$ cat src/rtl/cnn_quant_pkg.sv
// Shared quantization constants and rounding helper for the conv1x1 post-processing path.
// Widths here must agree with the conv engine's output stage.
package cnn_quant_pkg;

  localparam int IN_WIDTH    = 18;
  localparam int MULT_WIDTH  = 16;
  localparam int SHIFT_WIDTH = 5;
  localparam int OUT_WIDTH   = 8;
  localparam int CNT_WIDTH   = 16;
  localparam int PROD_WIDTH  = IN_WIDTH + MULT_WIDTH;
  localparam int UQ_MAX      = (1 << OUT_WIDTH) - 1;

  // Round half toward +infinity, then arithmetic shift; one guard bit keeps the add from overflowing.
  function automatic logic signed [PROD_WIDTH:0] round_shift(
    input logic signed [PROD_WIDTH-1:0] p,
    input logic        [SHIFT_WIDTH-1:0] shift
  );
    logic signed [PROD_WIDTH:0] half;
    logic signed [PROD_WIDTH:0] sum;
    half = '0;
    if (shift != '0) begin
      half[shift - 1'b1] = 1'b1;
    end
    sum = $signed({p[PROD_WIDTH-1], p}) + half;
    return sum >>> shift;
  endfunction

endpackage

$ cat src/rtl/requant_relu_stage_if.sv
// Valid/ready stream pair around the requant stage: pre-activation in, 8-bit activation out.
// The master side is whoever feeds din and consumes dout; the stage itself is the slave.
interface requant_relu_stage_if #(
  parameter int IN_WIDTH  = cnn_quant_pkg::IN_WIDTH,
  parameter int OUT_WIDTH = cnn_quant_pkg::OUT_WIDTH
);

  logic signed [IN_WIDTH-1:0]  din;
  logic                        din_valid;
  logic                        din_ready;
  logic        [OUT_WIDTH-1:0] dout;
  logic                        dout_valid;
  logic                        dout_ready;

  modport master (
    output din, din_valid, dout_ready,
    input  din_ready, dout, dout_valid
  );

  modport slave (
    input  din, din_valid, dout_ready,
    output din_ready, dout, dout_valid
  );

endinterface

$ cat src/rtl/requant_relu_stage_round_shift_sat.sv
// Combinational datapath of the requant stage: rounding shift (stage 2) and
// ReLU / zero-point / unsigned clamp (stage 3). The pipeline registers live in the top.
module round_shift_sat
  import cnn_quant_pkg::*;
(
  input  logic signed [PROD_WIDTH-1:0] p,
  input  logic        [SHIFT_WIDTH-1:0] shift,
  output logic signed [PROD_WIDTH:0]   r,
  input  logic signed [PROD_WIDTH:0]   r_in,
  input  logic                         relu,
  input  logic        [OUT_WIDTH-1:0]  zp,
  output logic        [OUT_WIDTH-1:0]  q,
  output logic                         sat
);

  localparam int YW = PROD_WIDTH + 2;

  logic signed [PROD_WIDTH:0] r_clamped;
  logic signed [YW-1:0]       y;

  assign r = round_shift(p, shift);

  always_comb begin
    r_clamped = r_in;
    if (relu && r_in[PROD_WIDTH]) begin
      r_clamped = '0;
    end
    y   = $signed({r_clamped[PROD_WIDTH], r_clamped}) + $signed({{(YW-OUT_WIDTH){1'b0}}, zp});
    q   = y[OUT_WIDTH-1:0];
    sat = 1'b0;
    if (y > $signed(YW'(UQ_MAX))) begin
      q   = '1;
      sat = 1'b1;
    end else if (y[YW-1]) begin
      q   = '0;
      sat = 1'b1;
    end
  end

endmodule

$ cat src/rtl/requant_relu_stage.sv
// Three-stage requantization after the 1x1 conv engine: multiply, round-shift, ReLU/zero-point/saturate.
// Shares the conv engine's global-stall valid/ready scheme so the two chain directly.
module requant_relu_stage
  import cnn_quant_pkg::*;
#(
  parameter int IN_WIDTH    = cnn_quant_pkg::IN_WIDTH,
  parameter int MULT_WIDTH  = cnn_quant_pkg::MULT_WIDTH,
  parameter int SHIFT_WIDTH = cnn_quant_pkg::SHIFT_WIDTH,
  parameter int OUT_WIDTH   = cnn_quant_pkg::OUT_WIDTH,
  parameter int CNT_WIDTH   = cnn_quant_pkg::CNT_WIDTH
) (
  input  logic                          clk,
  input  logic                          rst_n,
  requant_relu_stage_if.slave           bus,
  input  logic signed [MULT_WIDTH-1:0]  mult_config,
  input  logic        [SHIFT_WIDTH-1:0] shift_config,
  input  logic        [OUT_WIDTH-1:0]   zp_config,
  input  logic                          relu_config,
  input  logic                          config_en,
  output logic                          config_err,
  output logic        [CNT_WIDTH-1:0]   sat_count
);

  localparam int PW = IN_WIDTH + MULT_WIDTH;

  logic signed [MULT_WIDTH-1:0]  mult_reg;
  logic        [SHIFT_WIDTH-1:0] shift_reg;
  logic        [OUT_WIDTH-1:0]   zp_reg;
  logic                          relu_reg;

  logic signed [PW-1:0]          p1_reg;
  logic signed [PW:0]            r2_reg;
  logic        [OUT_WIDTH-1:0]   dout_reg;
  logic                          sat3_reg;
  logic                          v1_reg;
  logic                          v2_reg;
  logic                          v3_reg;
  logic        [CNT_WIDTH-1:0]   sat_cnt_reg;

  logic signed [PW-1:0]          prod_next;
  logic signed [PW:0]            r_next;
  logic        [OUT_WIDTH-1:0]   q_next;
  logic                          sat_next;
  logic                          pipe_en;
  logic                          pipe_empty;
  logic                          cfg_accept;
  logic                          out_xfer;

  assign pipe_en       = bus.dout_ready | ~v3_reg;
  assign bus.din_ready = pipe_en;
  assign out_xfer      = v3_reg & bus.dout_ready;

  // Config may only change with nothing in flight and nothing arriving, so no beat sees a mix.
  assign pipe_empty = ~v1_reg & ~v2_reg & ~v3_reg & ~bus.din_valid;
  assign cfg_accept = config_en & pipe_empty;
  assign config_err = config_en & ~pipe_empty;

  assign prod_next = $signed({{MULT_WIDTH{bus.din[IN_WIDTH-1]}}, bus.din})
                   * $signed({{IN_WIDTH{mult_reg[MULT_WIDTH-1]}}, mult_reg});

  round_shift_sat u_round_shift_sat (
    .p     (p1_reg),
    .shift (shift_reg),
    .r     (r_next),
    .r_in  (r2_reg),
    .relu  (relu_reg),
    .zp    (zp_reg),
    .q     (q_next),
    .sat   (sat_next)
  );

  always_ff @(posedge clk or negedge rst_n) begin
    if (!rst_n) begin
      p1_reg   <= '0;
      r2_reg   <= '0;
      dout_reg <= '0;
      sat3_reg <= 1'b0;
      v1_reg   <= 1'b0;
      v2_reg   <= 1'b0;
      v3_reg   <= 1'b0;
    end else if (pipe_en) begin
      p1_reg   <= prod_next;
      r2_reg   <= r_next;
      dout_reg <= q_next;
      sat3_reg <= sat_next;
      v1_reg   <= bus.din_valid;
      v2_reg   <= v1_reg;
      v3_reg   <= v2_reg;
    end
  end

  always_ff @(posedge clk or negedge rst_n) begin
    if (!rst_n) begin
      mult_reg  <= '0;
      shift_reg <= '0;
      zp_reg    <= '0;
      relu_reg  <= 1'b0;
    end else if (cfg_accept) begin
      mult_reg  <= mult_config;
      shift_reg <= shift_config;
      zp_reg    <= zp_config;
      relu_reg  <= relu_config;
    end
  end

  // Saturation counter sticks at all ones rather than wrapping.
  always_ff @(posedge clk or negedge rst_n) begin
    if (!rst_n) begin
      sat_cnt_reg <= '0;
    end else if (cfg_accept) begin
      sat_cnt_reg <= '0;
    end else if (out_xfer && sat3_reg && (sat_cnt_reg != '1)) begin
      sat_cnt_reg <= sat_cnt_reg + 1'b1;
    end
  end

  assign bus.dout       = dout_reg;
  assign bus.dout_valid = v3_reg;
  assign sat_count      = sat_cnt_reg;

endmodule

$ cat src/flat_wrapper.sv
// flat-port wrapper written by rule: the top's interface ports become plain ports
module requant_relu_stage_flat import cnn_quant_pkg::*;
#(
  parameter int IN_WIDTH    = cnn_quant_pkg::IN_WIDTH,
  parameter int MULT_WIDTH  = cnn_quant_pkg::MULT_WIDTH,
  parameter int SHIFT_WIDTH = cnn_quant_pkg::SHIFT_WIDTH,
  parameter int OUT_WIDTH   = cnn_quant_pkg::OUT_WIDTH,
  parameter int CNT_WIDTH   = cnn_quant_pkg::CNT_WIDTH
)
  (clk, rst_n, mult_config, shift_config, zp_config, relu_config, config_en, config_err, sat_count, bus_din, bus_din_valid, bus_dout_ready, bus_din_ready, bus_dout, bus_dout_valid);
  requant_relu_stage_if #(.IN_WIDTH(IN_WIDTH), .OUT_WIDTH(OUT_WIDTH)) bus_i ();
  input  logic clk;
  input  logic rst_n;
  input  logic signed [MULT_WIDTH-1:0] mult_config;
  input  logic        [SHIFT_WIDTH-1:0] shift_config;
  input  logic        [OUT_WIDTH-1:0] zp_config;
  input  logic relu_config;
  input  logic config_en;
  output logic config_err;
  output logic        [CNT_WIDTH-1:0] sat_count;
  input wire logic [$bits(bus_i.din)-1:0] bus_din;
  input wire logic [$bits(bus_i.din_valid)-1:0] bus_din_valid;
  input wire logic [$bits(bus_i.dout_ready)-1:0] bus_dout_ready;
  output wire logic [$bits(bus_i.din_ready)-1:0] bus_din_ready;
  output wire logic [$bits(bus_i.dout)-1:0] bus_dout;
  output wire logic [$bits(bus_i.dout_valid)-1:0] bus_dout_valid;
  assign bus_i.din = bus_din;
  assign bus_i.din_valid = bus_din_valid;
  assign bus_i.dout_ready = bus_dout_ready;
  assign bus_din_ready = bus_i.din_ready;
  assign bus_dout = bus_i.dout;
  assign bus_dout_valid = bus_i.dout_valid;
  requant_relu_stage #(.IN_WIDTH(IN_WIDTH), .MULT_WIDTH(MULT_WIDTH), .SHIFT_WIDTH(SHIFT_WIDTH), .OUT_WIDTH(OUT_WIDTH), .CNT_WIDTH(CNT_WIDTH)) u_core (.clk(clk), .rst_n(rst_n), .bus(bus_i), .mult_config(mult_config), .shift_config(shift_config), .zp_config(zp_config), .relu_config(relu_config), .config_en(config_en), .config_err(config_err), .sat_count(sat_count));
endmodule
$ cat config.mk
export PLATFORM = sky130hd
export DESIGN_NAME = requant_relu_stage_flat
export DESIGN_NICKNAME = d
export VERILOG_FILES = /design/src/rtl/cnn_quant_pkg.sv /design/src/rtl/requant_relu_stage_if.sv /design/src/rtl/requant_relu_stage_round_shift_sat.sv /design/src/rtl/requant_relu_stage.sv /design/src/flat_wrapper.sv
export SDC_FILE = /design/constraint.sdc
export NUM_CORES = 1
export LEC_CHECK = 0
export CAP_MARGIN = 20
export CORE_ASPECT_RATIO = 0.7
export CORE_UTILIZATION = 65
export CTS_CLUSTER_SIZE = 28
export DETAILED_ROUTE_END_ITERATION = 8
export PLACE_DENSITY = 0.94
export SYNTH_ARGS = -nofsm -noshare
export SYNTH_HDL_FRONTEND = slang
export SYNTH_HIERARCHICAL = 1
export SYNTH_SLANG_ARGS = --single-unit
$ cat constraint.sdc
create_clock -name clk -period 7.6 [get_ports clk]
set_input_delay 1.52 -clock clk [delete_from_list [all_inputs] [get_ports clk]]
set_output_delay 1.52 -clock clk [all_outputs]
set_load 0.01 [all_outputs]
Word level (Yosys, flattened, before mapping)
Cells that the tools add are included.

word-level totals
  bits in registers = 127
  output and inout bits = 27

cells by class
  add/subtract/negate cells = 4
  multipliers = 1
  order comparisons = 3
  eq/ne operators = 1
  shift operators = 1
  mux-type cells = 10
  bitwise logic cells = 12
  reductions and logical operators = 6

operator list
  cell                                                                    number
  35-bit by 9-bit adder with 36-bit output                                1
  36-bit by 9-bit > comparator with 1-bit output (second input constant)  1
  34-bit by 33-bit adder with 35-bit output                               1
  35-bit two-way mux                                                      1
  35-bit by 5-bit >>> shifter with 35-bit output                          1
  18-bit by 16-bit multiplier with 34-bit output                          1
  16-bit two-way mux                                                      2
  32-bit two-way mux                                                      1
  16-bit by 1-bit adder with 16-bit output (second input constant)        1
  8-bit two-way mux                                                       2
  16-bit inequality test (second input constant)                          1
  5-bit by 7-bit < comparator with 1-bit output (second input constant)   1
  1-bit AND                                                               6
  1-bit demux with 5-bit select                                           1
  5-bit by 1-bit >= comparator with 1-bit output (second input constant)  1
  1-bit NOT                                                               5
  5-bit nonzero test                                                      1
  5-bit by 1-bit subtractor with 5-bit output (second input constant)     1
  1-bit logical AND                                                       4
  1-bit two-way mux                                                       3
  2-bit nonzero test                                                      1
  1-bit OR                                                                1

Longest topological paths before layout
Gate-level depths: netlist of run 1.

  depth in word-level cells = 8
  depth in mapped cells = 23
  depth with buffers taken out = 22

Hierarchy
Netlist of run 1, hierarchy kept.

modules (own cells, without submodules)
  module              instances  cells each  area an instance (sq um)  seq. area each (sq um)
  requant_relu_stage  1          1710        15831.4                   3178.0
  round_shift_sat     1          913         6060.8                    0.0

Worst setup path before layout of run 1
No wires, ideal clock.

  path type = in2reg
  start = input port bus_din[17]
  end = register u_core.p1_reg[32]
  setup time = 0.095 ns
  arrival = 7.421 ns
  required time = 7.505 ns
  path slack = 0.084 ns
  stages on the path = 20
  path buffers = 1
  cell sequence = clkbuf_1 > nand2_1 > fa_1 > inv_1 > fa_1 > inv_1 > fa_1 > inv_1 > fa_1 > fa_1 > inv_1 > fa_1 > inv_1 > ha_1 > a21oi_1 > o221ai_1 > o41a_1 > and4_4 > o31a_1 > o31ai_1

on the way
  longest elaborated chain between the ends = 1

ends and longest elaborated chain
  item                                            RTL line                  source
  start, declared                                 flat_wrapper.sv:21        input wire logic [$bits(bus_i.din)-1:0] bus_din;
  18-bit by 16-bit multiplier with 34-bit output  requant_relu_stage.sv:59  * $signed({{IN_WIDTH{mult_reg[MULT_WIDTH-1]}}, mult_reg});
  end signal, assigned                            requant_relu_stage.sv:82  p1_reg <= prod_next;
  end, declared                                   requant_relu_stage.sv:31  logic signed [PW-1:0] p1_reg;

Every way passes these cells.
A chain may end at the register's enable or synchronous reset.

Worst setup path in the final report of run 1
  start = input port bus_din[10]
  end = register u_core.p1_reg[33]

The elaborated chain is that of the path after synthesis.

==> results of run 1 <==
-- layout make-up --
class | instances | share of cell area [%]
multi-input combinational | 1963 | 68.19
sequential | 127 | 12.92
timing repair buffer | 224 | 7.889
inverter | 413 | 6.302
tap | 427 | 2.172
clock buffer | 17 | 1.729
clock inverter | 15 | 0.7935
-- worst min path at each step --
stage / slack (ns) / from / depth (start not counted) / end
floorplan: 0.43 / u_core/r2_reg[0] / 2 / u_core/r2_reg[0]
global placement: 0.44 / u_core/r2_reg[0] / 2 / u_core/r2_reg[0]
detailed placement: 0.45 / u_core/r2_reg[5] / 2 / u_core/r2_reg[5]
CTS: 0.46 / u_core/r2_reg[5] / 2 / u_core/r2_reg[5]
global route: 0.50 / u_core/r2_reg[4] / 2 / u_core/r2_reg[4]
finish: 0.46 / u_core/r2_reg[5] / 2 / u_core/r2_reg[5]
-- synthesized netlist by cell type (10+ instances only) --
cell	n	area share [%]
mux2_2	39	2.0
inv_1	410	7.0
a211oi_1	29	0.99
nand2_1	420	7.2
xor2_1	35	1.4
o221ai_1	12	0.48
nor3_1	33	0.75
o21ai_0	77	1.8
o21a_1	20	0.69
xnor2_1	52	2.1
nand2b_1	15	0.43
o211ai_1	17	0.58
nor2_1	163	2.8
or2_2	10	0.29
dfrtp_1	127	15
clkbuf_1	107	1.8
nor2b_1	10	0.29
nor4_1	10	0.29
nand4_1	24	0.69
a21o_1	32	1.1
and3_1	13	0.37
a21oi_1	108	2.5
and2_1	148	4.2
or3_1	10	0.29
mux4_2	15	1.5
mux2i_1	34	1.6
ha_1	127	7.3
fa_1	292	27
nand3_1	41	0.94
a31oi_1	11	0.31
o31ai_1	14	0.48
-- metrics by stage --
step           std cells  TNS (ns)  cell area (µm²)  hold WS (ns)  setup slack [ns]
2_1_floorplan       2623         0            21890        0.4304           0.08380
3_3_place_gp        3149    -1.120            23840        0.4421           -0.2370
3_5_place_dp        3149    -3.538            23840        0.4485           -0.4673
4_1_cts             3181         0            24460        0.4645          0.004769
5_1_grt             3186  -0.05578            24600        0.4975          -0.05578
6_report            3186         0            24600        0.4616            0.1043
-- per-layer routing --
metal	GRT usage [%]	vias to the layer above	part of all wire (%)
li1	-	8821	-
met1	57.45	10050	39
met2	63.54	1496	42
met3	13.31	299	14
met4	16.62	0	4.1
met5	0	-	0
-- cells by family (layout without fill, tap and decap cells) --
| family | count (synthesis) | count (layout) | synth area share, % |
|---|---|---|---|
| flip-flops | 127 | 127 | 14.52 |
| XOR/XNOR | 87 | 87 | 3.481 |
| other | 1 | 1 | 0.01713 |
| buffers and inverters | 533 | 669 | 9.219 |
| AO/OA/AOI/OAI | 446 | 446 | 14.24 |
| AND/OR/NAND/NOR | 922 | 922 | 19.47 |
| multiplexers | 88 | 88 | 5.104 |
| adder cells (fa/ha/maj) | 419 | 419 | 33.96 |
-- placed cells by master, fill, tap and decap left out, types with 10 or more instances in the layout --
cell type,synthesis,routed
nand2_1,420,420
inv_1,410,409
fa_1,292,287
nor2_1,163,163
and2_1,148,147
buf_4,4,136
dfrtp_1,127,127
ha_1,127,126
a21oi_1,108,106
o21ai_0,77,75
clkdlybuf4s50_1,0,66
xnor2_1,52,52
nand3_1,41,40
mux2_2,39,39
xor2_1,35,35
mux2i_1,34,34
nor3_1,33,33
a21o_1,32,32
a211oi_1,29,29
nand4_1,24,24
o21a_1,20,20
clkbuf_16,0,17
o211ai_1,17,17
nand2b_1,15,15
mux4_2,15,15
o31ai_1,14,14
and3_1,13,13
o221ai_1,12,11
a31oi_1,11,11
nor4_1,10,10
or3_1,10,10
or2_2,10,10
-- worst max-delay path, cell delays in order --
cell             delay [ns]
clkdlybuf4s50_1        0.47
buf_6                  0.15
nand2_1                0.08
fa_1                   0.54
inv_1                  0.05
fa_1                   0.48
fa_1                   0.59
fa_1                   0.46
fa_1                   0.57
inv_1                  0.07
fa_1                   0.53
inv_1                  0.05
ha_1                   0.31
buf_4                  0.15
and3_4                 0.21
nand2_1                0.08
or4_4                  0.58
nand3b_1               0.20
nand2_1                0.13
o211a_1                0.27
o21ai_1                0.16
o311ai_1               0.12
-- what timing repair did --
item                                    CTS  global route
gates resized for setup                   5            33
pin swaps                                 1            15
cloned                                    0             1
setup buffers                             0             3
endpoints found under the setup margin    4            10
==> summary.md, run 1 <==
| Metric | Value |
|---|---|
| Tmin final | 7.496 ns |
| DRT Wirelength | 71.18 mm |
| DR DRC count | 0 |
| Main flop type after synthesis | dfrtp_1 |
| DR WL/cell | 22.34 µm |
| Worst slew pin tran | 1.000 ns |
| Vias in the first global route | 21180 |
| Seq cells post-synth | 127 |
| Worst R2R Setup Slack | 0.61 ns |
| Worst setup EP type | flip-flop |
| Mapped Avg Cell Area | 8.346 µm² |
| Reg2reg end | u_core/p1_reg[33] |
| Tcrit/Tclk final | 98.63% |
| Vias | 20670 |
| Post-synthesis cell type count | 94 |
| Clock Skew | 0.01423 ns |
| Total track usage | 42.32% |
| Worst-path fanout max | 8 |
| DR iter-0 viols | 2826 |
| Crit start category | input pin |
| Num CTS Buffers | 17 |
| Largest net degree at the start of global routing | 81 |
| Port Buffer Count | 79 |
| Antenna cells | 0 |
| Sequential share of the synthesized area | 14.52% |
| Final ANT Viol Nets | 0 |
| CTS Sinks | 127 |
| Via-to-Cell Ratio | 6.487 |
| Final HPWL DP | 54.45 mm |
| Layout Nets | 3218 |
| Synthesis-to-finish area growth | 12.36% |
| Die Span Y | 155.5 µm |
| Maxcap violations | 0 |
| Synthesized instance count | 2623 |
| Horiz. Die Dim | 221.4 µm |
| Max-slew headroom | 33.33% |
| Min-Delay Path Class | flip-flop to flip-flop |
| CP required | 7.92 ns |
| CTS tree | yes |
| Initial Util | 66.83% |
| Clock Tree Buf Depth | 2 |
| Register clock-pin slew on the reported worst setup and hold paths | 0.07 ns |
| Status | finished clean |
| Root Buffer | clkbuf_16 |
| Syn. warnings | 6 |
| Critical path type | input pin to flip-flop |
| Die ar. | 34430 µm² |
| CP endpoint | u_core/p1_reg[33] |
| Layout cells sized above 1 | 10.44% |
| Drt pass-1 iters | 6 |
| Clk_lat worst skew | 0.46 ns |
| Hold Buf Count CTS | 0 |
| Max Slew Vio Count | 0 |
| Final design utilization | 75.10% |
| Area of the multi-input gates | 16770 µm² |
| RePlAce Congestion | 0.9793 |
| CTS HTree Levels | 4 |
| Register Area | 3178 µm² |
| Finish-stage setup viols | 0 |
| Layout fillers | 2152 |
| Arr. time, crit path | 7.81 ns |
| Num rows | 55 |
| Max reg flops | 35 |
| Num ports | 80 |
| Endpoints failing hold | 0 |
| Critical R2R Launch | u_core/mult_reg[15] |
| Grt total ovfl | 0 |
| Initial antenna violation count | 0 |
| Syn Nets | 3095 |
| Worst Setup SP | bus_din[10] |
| FFs w/ async S/R, synth | 100.0% |
| Fmax | 133.4 MHz |
| FF-to-FF path depth | 20 |
| Core area | 32760 µm² |
| First-pass GRT wire length | 112.7 mm |
| Post-synth EDFFs | 0 |
| Synthesized cell area | 21890 µm² |
Power of run 1 is left out: the tool's default activity adds up to more than one toggle a clock period on the data nets, which glitch-free logic cannot reach.
==> inputs of run 2 (changes only) <==
--- a/config.mk
+++ b/config.mk
@@ -10,7 +10,7 @@
 export CORE_UTILIZATION = 65
 export CTS_CLUSTER_SIZE = 28
 export DETAILED_ROUTE_END_ITERATION = 8
-export PLACE_DENSITY = 0.94
+export PLACE_DENSITY = 0.84
 export SYNTH_ARGS = -nofsm -noshare
 export SYNTH_HDL_FRONTEND = slang
 export SYNTH_HIERARCHICAL = 1
==> summary.md, run 2 (synthesis gave the netlist of run 1 again) <==
| Metric | Value |
|---|---|
| Layout cells sized above 1 | 10.12% |
| CTS Sinks | 127 |
| Critical path type | input pin to flip-flop |
| Final ANT Viol Nets | 0 |
| Core area | 32760 µm² |
| Hold Startpoint | u_core/r2_reg[3] |
| Drt pass-1 iters | 8 |
| Worst Setup SP | bus_din[10] |
| Num CTS Buffers | 17 |
| Vias in the first global route | 20600 |
| CP required | 7.97 ns |
| Clock Skew | 0.01479 ns |
| DRT Wirelength | 65.39 mm |
| Register clock-pin slew on the reported worst setup and hold paths | 0.07 ns |
| Worst slew pin tran | 0.9698 ns |
| Clk_lat worst skew | 0.46 ns |
| Port Buffer Count | 79 |
| Worst R2R Setup Slack | 0.86 ns |
| Clock Tree Buf Depth | 2 |
| Max stage delay on crit path | 0.55 ns |
| Hold Buf Count CTS | 0 |
| Num rows | 55 |
| Initial Util | 66.83% |
| CP max-delay cell | fa_1 |
| Worst Path Buf+Inv | 6 |
| Worst-path fanout max | 10 |
| Final HPWL DP | 50.85 mm |
| Synthesis-to-finish area growth | 11.92% |
| DR DRC count | 0 |
| Finish-stage setup viols | 0 |
| CTS tree | yes |
| Crit start category | input pin |
| Final setup TNS | 0 ns |
| First-pass GRT wire length | 107.3 mm |
| Layout Nets | 3216 |
| Most common cell after layout, fill and taps aside | nand2_1 |
| DR iter-0 viols | 2467 |
| CP cell instances | clkdlybuf4s50_1, buf_6, and2_1, fa_1, inv_1, fa_1, fa_1, inv_2, fa_1, fa_1, inv_1, fa_1, inv_1, ha_1, a21o_1, a21o_1, a21o_1, a41o_1, o41a_1, and4_4, o31a_1, o31ai_1 |
| DR WL/cell | 20.54 µm |
| Tmin final | 7.428 ns |
| Horiz. Die Dim | 221.4 µm |
| Most frequent cells in the layout | nand2_1 (420), inv_1 (408), fa_1 (290) |
| Final Non-Filler Cells | 3184 |
| Hold Path Depth | 2 |
| Layout fillers | 2323 |
| Largest net degree at the start of global routing | 81 |
| CP dominant cell by count | fa_1 |
| FF-to-FF path depth | 19 |
| Worst setup EP type | flip-flop |
| Max-slew headroom | 34.77% |
| RePlAce Congestion | 1.008 |
| CTS HTree Levels | 4 |
| Placed insts | 3150 |
| Num ports | 80 |
| Maxcap violations | 0 |
| Tcrit/Tclk final | 97.73% |
| Arr. time, crit path | 7.79 ns |
| Total track usage | 39.90% |
| Max Slew Vio Count | 0 |
| Via-to-Cell Ratio | 6.278 |
| Worst hold slack | 0.4564 ns |
| Die ar. | 34430 µm² |
| Antenna cells | 0 |
| CP delay by family, top | adder cells |
| Initial antenna violation count | 1 |
| Path length in cells of the critical path | 22 |
| Min-Delay Path Class | flip-flop to flip-flop |
| Max reg flops | 35 |
| Grt total ovfl | 0 |
| RSZ-0062 raised after global routing | false |
| Root Buffer | clkbuf_16 |
| Status | finished clean |
| Endpoints failing hold | 0 |
| Critical R2R Launch | u_core/mult_reg[3] |
| Die Span Y | 155.5 µm |
| Vias | 19990 |
| Fmax | 134.6 MHz |
-- run 2: stage by stage --
step	instance area, µm²	util [%]	worst slack, ns
2_1_floorplan	21890	-	0.08380
3_3_place_gp	23820	72.71	-0.2557
3_5_place_dp	23820	72.71	-0.4002
4_1_cts	24430	74.57	0.001646
5_1_grt	24500	74.80	0.009742
6_report	24500	74.80	0.1724
-- run 2: worst paths after layout --
path / end
hold reg to reg: u_core/r2_reg[3]
max in group asynchronous: u_core/p1_reg[33]
hold / removal: u_core/r2_reg[3]
min in group asynchronous: u_core/r2_reg[9]
setup / recovery: u_core/p1_reg[32]
setup reg to reg: u_core/p1_reg[32]
-- run 2: layout make-up --
type / count / area (µm²) / area share (%)
Timing Repair Buffer: 222 / 1907 / 7.783
Inverter: 413 / 1550 / 6.327
Sequential cell: 127 / 3178 / 12.97
Multi-Input combinational cell: 1963 / 16720 / 68.25
Clock inverter: 14 / 170.2 / 0.6945
Tap cell: 427 / 534.3 / 2.181
Clock buffer: 18 / 439.2 / 1.792
-- run 2: per-layer routing --
layer,global-route usage (%),wire length [µm],part of all wire [%],vias to the layer above
met5,0,13,0.020,-
met4,10.69,1428,2.2,2
met3,13.43,8267,13,149
met2,61.47,28660,44,1113
met1,54.14,27020,41,9900
li1,-,-,-,8825
-- run 2: worst register-to-register path: stages (launching register included) --
cell     delay [ns]
dfrtp_1        0.91
nand2_1        0.19
fa_1           0.59
fa_1           0.45
fa_1           0.54
inv_2          0.04
fa_1           0.50
fa_1           0.55
inv_1          0.05
fa_1           0.52
inv_1          0.04
ha_1           0.31
a21o_1         0.19
a21o_1         0.18
a21o_1         0.19
a41o_1         0.25
o41a_1         0.44
and4_4         0.23
o31a_1         0.27
o31ai_1        0.20
-- run 2: repair_timing --
| item | CTS | global route |
|---|---|---|
| pin swaps | 0 | 8 |
| buffers inserted | 0 | 2 |
| resized for setup | 1 | 26 |
| endpoints found under the setup margin | 1 | 7 |
Power of run 2 is left out for the same reason.
